## config.mk

```make
export PLATFORM = sky130hd
export DESIGN_NAME = timer_ctrl_fsm_flat
export DESIGN_NICKNAME = d
export VERILOG_FILES = /design/src/rtl/timer_ctrl_fsm_if.sv /design/src/rtl/timer_ctrl_fsm.sv /design/src/flat_wrapper.sv
export SDC_FILE = /design/constraint.sdc
export NUM_CORES = 1
export LEC_CHECK = 0
export ABC_AREA = 1
export BUFFER_PORTS_ARGS = -buffer_cell sky130_fd_sc_hd__buf_2
export CORE_MARGIN = 2
export CORE_UTILIZATION = 44
export DETAILED_ROUTE_END_ITERATION = 16
export PLACE_DENSITY = 0.8
export SLEW_MARGIN = 30
export SYNTH_ARGS = -nofsm -noshare
export SYNTH_HDL_FRONTEND = slang
export SYNTH_SLANG_ARGS = --single-unit
```

## constraint.sdc

```tcl
create_clock -name clk -period 1.2 [get_ports clk]
set_input_delay 0.12 -clock clk [delete_from_list [all_inputs] [get_ports clk]]
set_output_delay 0.12 -clock clk [all_outputs]
set_load 0.01 [all_outputs]
```

## src/rtl/timer_ctrl_fsm_if.sv

```systemverilog
// ----------------------------------------------------------------------------
// timer_ctrl_fsm_if
// Purpose : groups the control inputs and status outputs of timer_ctrl_fsm
//           into a single bundle so that the button/debounce side and the
//           display/BCD side see one coherent port.
// Params  : CNT_W - width of load_val, count and lap_count.
// Signals : start, stop, clear, mode_down, load_val, lap   (controller -> timer)
//           state, count_en, tick, count, done, done_pulse,
//           lap_count, lap_valid                          (timer -> consumers)
// Modports: master - the block issuing requests and consuming status.
//           slave  - the timer itself.
// ----------------------------------------------------------------------------
interface timer_ctrl_fsm_if #(
   parameter int CNT_W = 8
);
   logic             start;
   logic             stop;
   logic             clear;
   logic             mode_down;
   logic [CNT_W-1:0] load_val;
   logic             lap;

   logic [1:0]       state;
   logic             count_en;
   logic             tick;
   logic [CNT_W-1:0] count;
   logic             done;
   logic             done_pulse;
   logic [CNT_W-1:0] lap_count;
   logic             lap_valid;

   modport master (
      output start, stop, clear, mode_down, load_val, lap,
      input  state, count_en, tick, count, done, done_pulse, lap_count, lap_valid
   );

   modport slave (
      input  start, stop, clear, mode_down, load_val, lap,
      output state, count_en, tick, count, done, done_pulse, lap_count, lap_valid
   );
endinterface

```

## src/rtl/timer_ctrl_fsm.sv

```systemverilog
// ----------------------------------------------------------------------------
// timer_ctrl_fsm
// Purpose : stopwatch/timer control FSM with an integrated tick prescaler,
//           an owned count register, up or down counting, and a terminal DONE
//           state that emits a single-cycle completion pulse.
// Params  : CNT_W    - count / load value / lap width.
//           TICK_DIV - clk cycles per count tick (>= 1).
//           MAX_VAL  - terminal value in up mode (1 .. 2^CNT_W-1).
// Ports   : clk   - system clock, rising edge.
//           rst_n - synchronous active-low reset.
//           bus   - timer_ctrl_fsm_if.slave:
//                     in : start, stop, clear, mode_down, load_val, lap
//                     out: state (IDLE=00 RUNNING=01 PAUSED=10 DONE=11),
//                          count_en, tick, count, done, done_pulse,
//                          lap_count, lap_valid
// Options : define TIMER_LAP_HOLD_EN to build the lap capture register;
//           otherwise lap is ignored and lap_count/lap_valid read as zero.
// ----------------------------------------------------------------------------
module timer_ctrl_fsm #(
   parameter int CNT_W    = 8,
   parameter int TICK_DIV = 4,
   parameter int MAX_VAL  = 10
) (
   input  logic           clk,
   input  logic           rst_n,
   timer_ctrl_fsm_if.slave bus
);

   typedef enum logic [1:0] {
      ST_IDLE  = 2'b00,
      ST_RUN   = 2'b01,
      ST_PAUSE = 2'b10,
      ST_DONE  = 2'b11
   } state_t;

   // A one-bit prescaler is kept even for TICK_DIV=1; it then simply stays 0.
   localparam int               PW         = (TICK_DIV > 1) ? $clog2(TICK_DIV) : 1;
   localparam logic [PW-1:0]    PRESC_LAST = PW'(TICK_DIV - 1);
   localparam logic [CNT_W-1:0] UP_LAST    = CNT_W'(MAX_VAL - 1);
   localparam logic [CNT_W-1:0] DOWN_LAST  = CNT_W'(1);

   state_t           state_reg,      state_next;
   logic [CNT_W-1:0] count_reg,      count_next;
   logic [PW-1:0]    presc_reg,      presc_next;
   logic             dir_reg,        dir_next;
   logic             done_pulse_reg, done_pulse_next;
   logic             tick_w;
   logic             terminal_w;

   // ------------------------------------------------------------------------
   // State and datapath registers. clear acts exactly like reset, but only
   // while rst_n is released.
   // ------------------------------------------------------------------------
   always_ff @(posedge clk) begin
      if (!rst_n || bus.clear) begin
         state_reg      <= ST_IDLE;
         count_reg      <= '0;
         presc_reg      <= '0;
         dir_reg        <= 1'b0;
         done_pulse_reg <= 1'b0;
      end else begin
         state_reg      <= state_next;
         count_reg      <= count_next;
         presc_reg      <= presc_next;
         dir_reg        <= dir_next;
         done_pulse_reg <= done_pulse_next;
      end
   end

   // ------------------------------------------------------------------------
   // Next-state / datapath logic. Everything keys off the registered state,
   // so a tick landing in the same cycle as stop still updates the count.
   // ------------------------------------------------------------------------
   always_comb begin
      state_next      = state_reg;
      count_next      = count_reg;
      presc_next      = presc_reg;
      dir_next        = dir_reg;
      done_pulse_next = 1'b0;

      tick_w     = (state_reg == ST_RUN) && (presc_reg == PRESC_LAST);
      // The tick that would land on the terminal value is the one that ends
      // the run, so count never steps past it.
      terminal_w = tick_w && (dir_reg ? (count_reg == DOWN_LAST)
                                      : (count_reg == UP_LAST));

      case (state_reg)
         ST_IDLE: begin
            if (bus.start) begin
               dir_next   = bus.mode_down;
               presc_next = '0;
               count_next = bus.mode_down ? bus.load_val : '0;
               // A zero load in down mode is already at its terminal value.
               if (bus.mode_down && (bus.load_val == '0))
                  state_next = ST_DONE;
               else
                  state_next = ST_RUN;
            end
         end

         ST_RUN: begin
            presc_next = tick_w ? '0 : presc_reg + PW'(1);
            if (tick_w)
               count_next = dir_reg ? count_reg - CNT_W'(1)
                                    : count_reg + CNT_W'(1);
            // Reaching the terminal value takes precedence over a pause.
            if (terminal_w)
               state_next = ST_DONE;
            else if (bus.stop)
               state_next = ST_PAUSE;
         end

         ST_PAUSE: begin
            // Prescaler and count hold so a partial tick period survives.
            if (bus.start)
               state_next = ST_RUN;
         end

         ST_DONE: begin
            // Only clear or reset leave this state.
         end

         default: begin
            state_next = ST_IDLE;
         end
      endcase

      done_pulse_next = (state_next == ST_DONE) && (state_reg != ST_DONE);
   end

   assign bus.state      = state_reg;
   assign bus.count      = count_reg;
   assign bus.count_en   = (state_reg == ST_RUN);
   assign bus.tick       = tick_w;
   assign bus.done       = (state_reg == ST_DONE);
   assign bus.done_pulse = done_pulse_reg;

   // ------------------------------------------------------------------------
   // Lap capture: snapshots the registered count while a run is live.
   // ------------------------------------------------------------------------
`ifdef TIMER_LAP_HOLD_EN
   logic [CNT_W-1:0] lap_count_reg;
   logic             lap_valid_reg;

   always_ff @(posedge clk) begin
      if (!rst_n || bus.clear) begin
         lap_count_reg <= '0;
         lap_valid_reg <= 1'b0;
      end else if (bus.lap && ((state_reg == ST_RUN) || (state_reg == ST_PAUSE))) begin
         lap_count_reg <= count_reg;
         lap_valid_reg <= 1'b1;
      end
   end

   assign bus.lap_count = lap_count_reg;
   assign bus.lap_valid = lap_valid_reg;
`else
   assign bus.lap_count = '0;
   assign bus.lap_valid = 1'b0;
`endif

endmodule
```

## src/flat_wrapper.sv

```systemverilog
// flat-port wrapper written by rule: the top's interface ports become plain ports
module timer_ctrl_fsm_flat 
#(
   parameter int CNT_W    = 8,
   parameter int TICK_DIV = 4,
   parameter int MAX_VAL  = 10
)
  (clk, rst_n, bus_start, bus_stop, bus_clear, bus_mode_down, bus_load_val, bus_lap, bus_state, bus_count_en, bus_tick, bus_count, bus_done, bus_done_pulse, bus_lap_count, bus_lap_valid);
  timer_ctrl_fsm_if #(.CNT_W(CNT_W)) bus_i ();
  input  logic clk;
  input  logic rst_n;
  input wire logic [$bits(bus_i.start)-1:0] bus_start;
  input wire logic [$bits(bus_i.stop)-1:0] bus_stop;
  input wire logic [$bits(bus_i.clear)-1:0] bus_clear;
  input wire logic [$bits(bus_i.mode_down)-1:0] bus_mode_down;
  input wire logic [$bits(bus_i.load_val)-1:0] bus_load_val;
  input wire logic [$bits(bus_i.lap)-1:0] bus_lap;
  output wire logic [$bits(bus_i.state)-1:0] bus_state;
  output wire logic [$bits(bus_i.count_en)-1:0] bus_count_en;
  output wire logic [$bits(bus_i.tick)-1:0] bus_tick;
  output wire logic [$bits(bus_i.count)-1:0] bus_count;
  output wire logic [$bits(bus_i.done)-1:0] bus_done;
  output wire logic [$bits(bus_i.done_pulse)-1:0] bus_done_pulse;
  output wire logic [$bits(bus_i.lap_count)-1:0] bus_lap_count;
  output wire logic [$bits(bus_i.lap_valid)-1:0] bus_lap_valid;
  assign bus_i.start = bus_start;
  assign bus_i.stop = bus_stop;
  assign bus_i.clear = bus_clear;
  assign bus_i.mode_down = bus_mode_down;
  assign bus_i.load_val = bus_load_val;
  assign bus_i.lap = bus_lap;
  assign bus_state = bus_i.state;
  assign bus_count_en = bus_i.count_en;
  assign bus_tick = bus_i.tick;
  assign bus_count = bus_i.count;
  assign bus_done = bus_i.done;
  assign bus_done_pulse = bus_i.done_pulse;
  assign bus_lap_count = bus_i.lap_count;
  assign bus_lap_valid = bus_i.lap_valid;
  timer_ctrl_fsm #(.CNT_W(CNT_W), .TICK_DIV(TICK_DIV), .MAX_VAL(MAX_VAL)) u_core (.clk(clk), .rst_n(rst_n), .bus(bus_i));
endmodule
```

; ---- Yosys cells after proc, flatten, opt, wreduce, memory -nomap -nowiden
; Index checks and enable logic that the tools add are counted.
[word_totals]
out_inout_bits = 23
elab_cells = 45
reg_bits = 14
inputBits = 15
[classes]
n_reduce_logical = 12
addsub = 3
n_eq_ne = 10
n_mux = 15
[op_table]
columns = cell, n
row1 = $mux 8, 4
row2 = $pmux 8 s2, 1
row3 = $mux 2, 7
row4 = $add 8x1->8 const B, 1
row5 = $eq 2x2->1 const B, 4
row6 = $eq 8x1->1 const B, 1
row7 = $eq 8x4->1 const B, 1
row8 = $logic_not 8->1, 1
row9 = $sub 8x1->8 const B, 1
row10 = $pmux 2 s3, 1
row11 = $logic_and 1x1->1, 4
row12 = $ne 2x2->1 const B, 2
row13 = $pmux 2 s2, 1
row14 = $reduce_and 2->1, 2
row15 = $reduce_and 3->1, 1
row16 = $add 2x1->2 const B, 1
row17 = $eq 2x1->1 const B, 1
row18 = $logic_not 2->1, 1
row19 = $ne 2x1->1 const B, 1
row20 = $reduce_bool 2->1, 1
row21 = $logic_not 1->1, 1
row22 = $logic_or 1x1->1, 1
row23 = $mux 1, 1

; ---- Depth between registers and ports, before layout
; Gate-level depths: netlist of run 1.
[depth]
word_depth = 7
ltp_mapped = 9
mapped_depth_nobuf = 9

; ---- Least setup slack after synthesis of run 1
; No wires, ideal clock.
[synth_path]
kind = register to register
start = register u_core.count_reg[0] (netlist: u_core.bus.count[0])
end = register u_core.count_reg[1] (netlist: u_core.bus.count[1])
setup_time_ps = 121
n_path_buf = 0
required_time_ps = 1079
synth_period_minus_slack_ps = 1290
stages_incl_launch_ff = 7
t_arrival_ps = 1169
slack_ps = -90
path_cell_list = dfxtp_1 -> inv_1 -> ha_1 -> o21ai_0 -> a21oi_1 -> a21oi_1 -> a21oi_1
[synth_via]
elab_chain_len = 4
elab_cells_between_ends = 5
classes_between = add/sub (2) / mux (3)
[synth_rtl]
columns = item, line
row1 = start: declaration, timer_ctrl_fsm.sv:43  ; logic [CNT_W-1:0] count_reg, count_next;
row2 = start signal: assignment, timer_ctrl_fsm.sv:63  ; count_reg <= count_next;
row3 = $add 8x1->8 / $sub 8x1->8 (equally long branches), "timer_ctrl_fsm.sv:105, timer_ctrl_fsm.sv:104"
row4 = $mux 8 (*), timer_ctrl_fsm.sv:104  ; count_next = dir_reg ? count_reg - CNT_W'(1)
row5 = $mux 8 (*), timer_ctrl_fsm.sv:103  ; if (tick_w)
row6 = $pmux 8 s2 (*), timer_ctrl_fsm.sv:87  ; case (state_reg)
; Every way passes the cells marked *; elsewhere a longest branch is shown, timed or not. The select of a mux whose other input is x is not followed.
; A chain may end at the register's enable or synchronous reset.

; ---- Worst setup path in the final report of run 1
[layout_path]
start = register u_core.count_reg[0] (netlist: u_core.bus.count[0])
end = register u_core.count_reg[4] (netlist: u_core.bus.count[4])
; Same word-level chain as after synthesis.

==> results of run 1 <==
[layout by cell type, fill, tap and decap left out, drive strengths merged]
cell type and n:
conb 9, dfxtp 14, nand4 4, nor3 1, nor2 22, nand3 11
a21oi 22, clkbuf 4, nand2 41, inv 23, ha 4, buf 44
o21ai 15
[metal layers]
| metal | GRT usage, % | up-vias | part of all wire (%) | wire length (um) |
|---|---|---|---|---|
| li1 | - | 619 | - | - |
| met1 | 23.9 | 556 | 41 | 1140 |
| met2 | 38.8 | 47 | 51 | 1430 |
| met3 | 3.71 | 8 | 5.6 | 154 |
| met4 | 7.26 | 0 | 1.9 | 53 |
| met5 | 0 | - | 0 | 0 |
[worst max-delay path, cell delays in order (launching register included)]
cell and delay (ns):
dfxtp_4 0.39, ha_4 0.17, nand2_2 0.06, inv_2 0.03, nand2_1 0.04, nand2_1 0.07, a21oi_1 0.18, o21ai_1 0.11
a21oi_1 0.15
[cell type report]
class | count | area [um2]
well taps | 28 | 35.0
inverters | 23 | 93.8
fillers | 212 | 754
flip-flops and latches | 14 | 299
clock buffers | 4 | 36.3
multi-input cells | 129 | 702
repair buffers | 44 | 292
[worst max-delay path by stage]
stage	slack [ns]	depth (start not counted)	to
floorplan	-0.01	6	u_core.bus.count[1]$_SDFFE_PP0P_
global route	-0.18	8	u_core.bus.count[4]$_SDFFE_PP0P_
detailed placement	-0.05	6	u_core.bus.count[1]$_SDFFE_PP0P_
finish	-0.09	8	u_core.bus.count[4]$_SDFFE_PP0P_
global placement	-0.02	6	u_core.bus.count[7]$_SDFFE_PP0P_
CTS	-0.01	6	u_core.bus.count[4]$_SDFFE_PP0P_
[cells by family after synthesis]
group	share of synthesized area [%]
adder cells (fa/ha/maj)	4.85
other	0.363
AO/OA/AOI/OAI	18.3
buffers and inverters	16.2
flip-flops	27.2
AND/OR/NAND/NOR	33.1
[per-stage QoR]
| stage | instance area [um2] | hold WS [ns] | TNS [ns] |
|---|---|---|---|
| after floorplan | 1070 | 0.260 | -0.0124 |
| after global placement | 1290 | 0.384 | -0.130 |
| after detailed placement | 1290 | 0.389 | -0.262 |
| after CTS | 1400 | 0.0843 | -0.0104 |
| after global routing | 1460 | 0.0984 | -0.655 |
| final | 1460 | 0.0876 | -0.102 |
[timing repair]
item                                    CTS  global route
resized for setup                        21            22
endpoints found under the setup margin   13            13
pin swaps                                 5            11
buffers inserted                          2             0
hold endpoints to repair                  0             0
hold buffers                              0             0
[power by group]
group / internal [W] / total [W] / switching (W)
logic: 0.000133 / 0.000305 / 0.000172
clock network: 0.000185 / 0.000342 / 0.000157
registers: 0.000481 / 0.000513 / 0.0000323
total: 0.000799 / 0.00116 / 0.000362
==> results by group, run 1 <==
Worst setup path
  • Cell count of the worst reg-to-reg path: 8
  • Critical Path Start Type: flip-flop
  • Req. time, crit path: 1.41 ns
  • Flop-to-flop setup slack: -0.09 ns
  • CP Max Fanout: 5
  • Reg2reg end: u_core.bus.count[4]$_SDFFE_PP0P_
  • Critical setup path kind: reg -> reg
  • Worst R2R Start: u_core.bus.count[0]$_SDFFE_PP0P_
  • Crit path DAT: 1.50 ns
  • Worst setup EP type: flip-flop
  • Crit path launch: u_core.bus.count[0]$_SDFFE_PP0P_

Drt
  • DRT Wirelength: 2.77 mm
  • Initial DRC count: 27
  • Drt first pass iters: 4
  • Wire per inst: 11.5 um
  • Vias: 1230
  • DRC viols: 0
  • Post-DR vias/cell: 5.08
  • Routed Antenna Nets: 0

Clock tree
  • CTS tree: yes
  • CTS clock-pin slew for the worst setup and hold paths: 0.09 ns
  • TritonCTS Buffers: 3
  • Clk_lat worst skew: 0.28 ns
  • H-tree depth: 1
  • Max clock buf depth: 2
  • CTS sink count: 14
  • CTS root buf: clkbuf_4

Yosys
  • Most frequent cell after synthesis: nand2_1
  • Post-synth top flop: dfxtp_1
  • Post-synth EDFFs: 0
  • Post-synth top area share: 27.2%
  • Library cells used by synthesis: 21
  • Synth async-reset ratio: 0%
  • Sequential fraction of the synthesis area: 27.2%
  • Synth Instances: 170
  • Yosys warnings: 0
  • Synth cell count leaders: nand2_1, a21oi_1, inv_1, nor2_1, dfxtp_1
  • #FFs+latches synth: 14
  • Yosys top cell by area: dfxtp_1
  • Top cells by area, synth: dfxtp_1, nand2_1, a21oi_1
  • Mean Syn Cell Area: 6.07 um2
  • Post-Syn Area: 0.00103 mm2

Global route
  • Initial antenna violation count: 0
  • Total track usage: 21.0%
  • Number of global-route vias before repair: 1055
  • Congestion Overflow GR: 0
  • Largest net degree at the start of global routing: 10
  • First-pass GRT wire length: 4.35 mm

Power
  • Power density cells: 796 mW/mm2
  • Leakage power: 0.734 nW
  • Pwr Total: 0.00116 W
  • Peak supply drop: 0.617 mV

Finish
  • Layout cells sized above 1: 38.8%
  • Layout Utilization: 65.9%
  • Net count, final: 234
  • P&R area growth vs syn: 41.2%
  • Non-Filler Instances: 242
  • Max reg flops: 8
  • Antenna cells: 0

Die
  • Die span in x: 52.4 um
  • FP Rows: 17
  • I/O pin cnt: 38
  • Initial Util: 46.7%
  • Die Area: 0.00275 mm2
  • Core footprint: 0.00221 mm2
  • Chip height: 52.4 um

Timing
  • Final worst setup slack: -0.0899 ns
  • Count of final hold-check violations: 0
  • Final Setup Violations: 2
  • Final Max Slew Viols: 0
  • Period utilization: 107%
  • Layout Skew: 0.00350 ns
  • RSZ-0062 raised after global routing: yes
  • Upper clock frequency limit: 0.775 GHz
  • Tmin final: 1.29 ns

Min path
  • Worst hold path cell count: 3
  • WHS Endpoint: u_core.bus.count[0]$_SDFFE_PP0P_
  • Hold path start: bus_load_val[0]
  • Worst Hold Class: in -> reg

Place
  • Placed Cells: 237
  • Post-detail-place hpwl: 2.10 mm
  • Pre-CTS WS: -0.0504 ns
  • IO buf count: 27
  • Gpl congestion: 0.841

Outcome
  • Violated checks: negative setup slack
  • Outcome: finished, violations left

Flow run
  • Max-Cap Viols: 0
Note: power is estimated with default switching activity, not from simulation.
==> run 2, diff against run 1 <==
--- a/config.mk
+++ b/config.mk
@@ -8,6 +8,8 @@
 export ABC_AREA = 1
 export BUFFER_PORTS_ARGS = -buffer_cell sky130_fd_sc_hd__buf_2
+export CELL_PAD_IN_SITES_DETAIL_PLACEMENT = 1
+export CELL_PAD_IN_SITES_GLOBAL_PLACEMENT = 1
 export CORE_MARGIN = 2
-export CORE_UTILIZATION = 44
+export CORE_UTILIZATION = 29
 export DETAILED_ROUTE_END_ITERATION = 16
 export PLACE_DENSITY = 0.8
==> constraint.sdc (replaced) <==
create_clock -name clk -period 1.2 [get_ports clk]
set_input_delay 0.06 -clock clk [delete_from_list [all_inputs] [get_ports clk]]
set_output_delay 0.06 -clock clk [all_outputs]
set_load 0.01 [all_outputs]
==> run 2 against run 1 <==
Against the previous run: the run still ends with negative setup slack left; utilization is 20 points lower; clock skew is 0.0019 ns higher; flip-flop and latch count stayed put; non-clock buffer count is 7 higher; clock power is 8.8% higher; combinational power is 10% higher; worst setup slack better by 0.065 ns; register-to-register slack better by 0.08 ns; wire length is 30% higher; cell area is 5.8% higher; critical endpoint is now bus_tick; largest cell class unchanged; largest power group unchanged.
==> results by group, run 2 (same netlist as run 1, synthesis figures left out) <==
Drt
  • Vias: 1258 (+2.3%)
  • Initial DRC count: 38 (+41%)
  • Routed Antenna Nets: 0 (unchanged)
  • Post-DR vias/cell: 4.71 (-7.3%)
  • Drt first pass iters: 4 (unchanged)
  • DRT Wirelength: 3.60 mm (+30%)
  • Wire per inst: 13.5 um (+18%)
  • DRC viols: 0 (unchanged)

Timing
  • Count of final hold-check violations: 0 (unchanged)
  • Tmin final: 1.23 ns (-0.0647 ns)
  • Layout Skew: 0.00544 ns (+0.00195 ns)
  • Final Setup Violations: 6 (+4)
  • Final worst setup slack: -0.0252 ns (+0.0647 ns)
  • RSZ-0062 raised after global routing: yes
  • Upper clock frequency limit: 0.816 GHz (+5.3%)
  • Final Max Slew Viols: 0 (unchanged)
  • Period utilization: 102% (-5.4 points)

Worst setup path
  • Critical setup path kind: reg -> out
  • Critical Path, Cell by Cell: ha_4, inv_4, nor2_4, buf_6, buf_6
  • Critical Path Slowest Stage Cell: dfxtp_2
  • Worst setup EP type: output port
  • CP top delay family: flip-flops
  • CP Max Fanout: 2 (-3)
  • Cell count of the worst reg-to-reg path: 6 (-2)
  • Req. time, crit path: 1.14 ns (-0.27 ns)
  • Flop-to-flop setup slack: -0.01 ns (+0.08 ns)
  • Crit path buf inv count: 3 (+2)
  • Crit path largest cell delay: 0.37 ns (-0.02 ns)
  • Reg2reg end: u_core.bus.count[7]$_SDFFE_PP0P_
  • Cell mode on critical path: buf_6
  • Critical Path Start Type: flip-flop
  • Worst R2R Start: u_core.presc_reg[0]$_SDFFE_PP0P_
  • Crit path DAT: 1.17 ns (-0.33 ns)

Finish
  • Max reg flops: 8 (unchanged)
  • Net count, final: 241 (+3.0%)
  • Commonest non-fill, non-tap cell in the layout: nand2_1
  • Commonest cells after routing, fill and taps aside: nand2_1, buf_2, buf_4
  • Layout cells sized above 1: 44.8% (+6.0 points)
  • P&R area growth vs syn: 49.3%
  • Fillers: 463 (+120%)
  • Antenna cells: 0 (unchanged)
  • Area of the multi-input gates: 707 um2 (+0.71%)
  • Layout Utilization: 45.5% (-20 points)
  • Finished Cell Area: 0.00154 mm2 (+5.8%)
  • Register area: 303 um2 (+1.3%)

Clock tree
  • Clk_lat worst skew: 0.30 ns (+0.02 ns)
  • Post-CTS Hold Buffers: 0 (unchanged)
  • TritonCTS Buffers: 3 (unchanged)
  • CTS clock-pin slew for the worst setup and hold paths: 0.10 ns (about the same)
  • Max clock buf depth: 2 (unchanged)
  • CTS root buf: clkbuf_4
  • H-tree depth: 1 (unchanged)
  • CTS tree: yes
  • CTS sink count: 14 (unchanged)

Min path
  • Worst hold path cell count: 3 (unchanged)
  • WHS Endpoint: u_core.bus.count[0]$_SDFFE_PP0P_
  • Worst Hold Class: in -> reg
  • Hold path start: bus_load_val[0]

Die
  • Initial Util: 30.5% (-16 points)
  • I/O pin cnt: 38 (unchanged)
  • Core footprint: 0.00339 mm2 (+53%)
  • Die Area: 0.00405 mm2 (+47%)
  • Die span in x: 63.7 um (+21%)
  • FP Rows: 21 (+4)
  • Chip height: 63.7 um (+21%)

Outcome
  • Violated checks: negative setup slack
  • Outcome: finished, violations left

Power
  • Peak supply drop: 0.650 mV (+5.5%)
  • Power density cells: 790 mW/mm2 (-0.85%)
  • Leakage power: 0.770 nW (+4.8%)

Global route
  • Number of global-route vias before repair: 1291 (+22%)
  • Initial antenna violation count: 0 (unchanged)
  • First-pass GRT wire length: 5.99 mm (+38%)
  • Total track usage: 18.9% (-2.1 points)
  • Congestion Overflow GR: 0 (unchanged)
  • Largest net degree at the start of global routing: 11 (+1)

Flow run
  • Max-Cap Viols: 0 (unchanged)

Place
  • Post-DP Area: 0.00133 mm2 (+3.5%)
  • IO buf count: 27 (unchanged)
  • Post-detail-place hpwl: 2.59 mm (+24%)
  • Pre-CTS WS: -0.0695 ns (-0.0191 ns)
  • Gpl congestion: 0.798 (-5.2%)
-- run 2: changes by cell type in the layout (fill, tap and decap cells not counted), sizes merged --
cell / previous run / this run
buf: 44 / 51
-- run 2: final cells by class --
type                       count  area share, %
clock buffer                   4           2.35
inverter                      23           6.25
multi-input combinational    129           45.9
sequential                    14           19.6
tap                           46           3.73
timing repair buffer          51           22.2
-- run 2: metrics by stage --
stage	hold WS (ns)	total power (W)	setup TNS, ns	std cells
after CTS	0.0171	0.00120	-0.0737	266
final	0.0247	0.00122	-0.0728	267
after floorplan	0.200	0.000687	-0.0124	178
after global placement	0.323	0.000796	-0.0151	258
after global routing	0.0251	0.00130	-1.13	267
after detailed placement	0.339	0.000804	-0.381	258
-- run 2: power breakdown --
| part | leakage [nW] | total, W | switching (W) | internal, W |
|---|---|---|---|---|
| registers | 0.120 | 0.000509 | 0.0000295 | 0.000480 |
| clock network | 0.0210 | 0.000372 | 0.000187 | 0.000185 |
| logic | 0.629 | 0.000336 | 0.000193 | 0.000143 |
-- run 2: how the worst max path moves through the flow --
stage | startpoint | cells after the start | endpoint
after floorplan | u_core.bus.count[0]$_SDFFE_PP0P_ | 6 | u_core.bus.count[1]$_SDFFE_PP0P_
after global placement | u_core.bus.count[0]$_SDFFE_PP0P_ | 6 | u_core.bus.count[1]$_SDFFE_PP0P_
after detailed placement | u_core.bus.count[0]$_SDFFE_PP0P_ | 6 | u_core.bus.count[1]$_SDFFE_PP0P_
after CTS | u_core.bus.count[1]$_SDFFE_PP0P_ | 8 | u_core.bus.done_pulse$_SDFF_PP0_
after global routing | u_core.bus.count[1]$_SDFFE_PP0P_ | 8 | u_core.bus.done_pulse$_SDFF_PP0_
final | u_core.presc_reg[0]$_SDFFE_PP0P_ | 5 | bus_tick
-- run 2: worst min-delay path, stage by stage --
cell,delay (ns)
buf_2,0.10
nand2_1,0.06
a21oi_1,0.07
-- run 2: timing repair --
item,CTS,global route
resized for setup,25,28
endpoints found under the setup margin,12,14
setup buffers,4,1
endpoints found under the hold margin,0,0
pin swaps,8,15
gates cloned,0,0
-- run 2: metal layers --
metal,GRT usage (%),wire (um)
met1,21.3,1420
met4,4.62,59
met5,0,0
met3,3.75,151
met2,35.8,1970
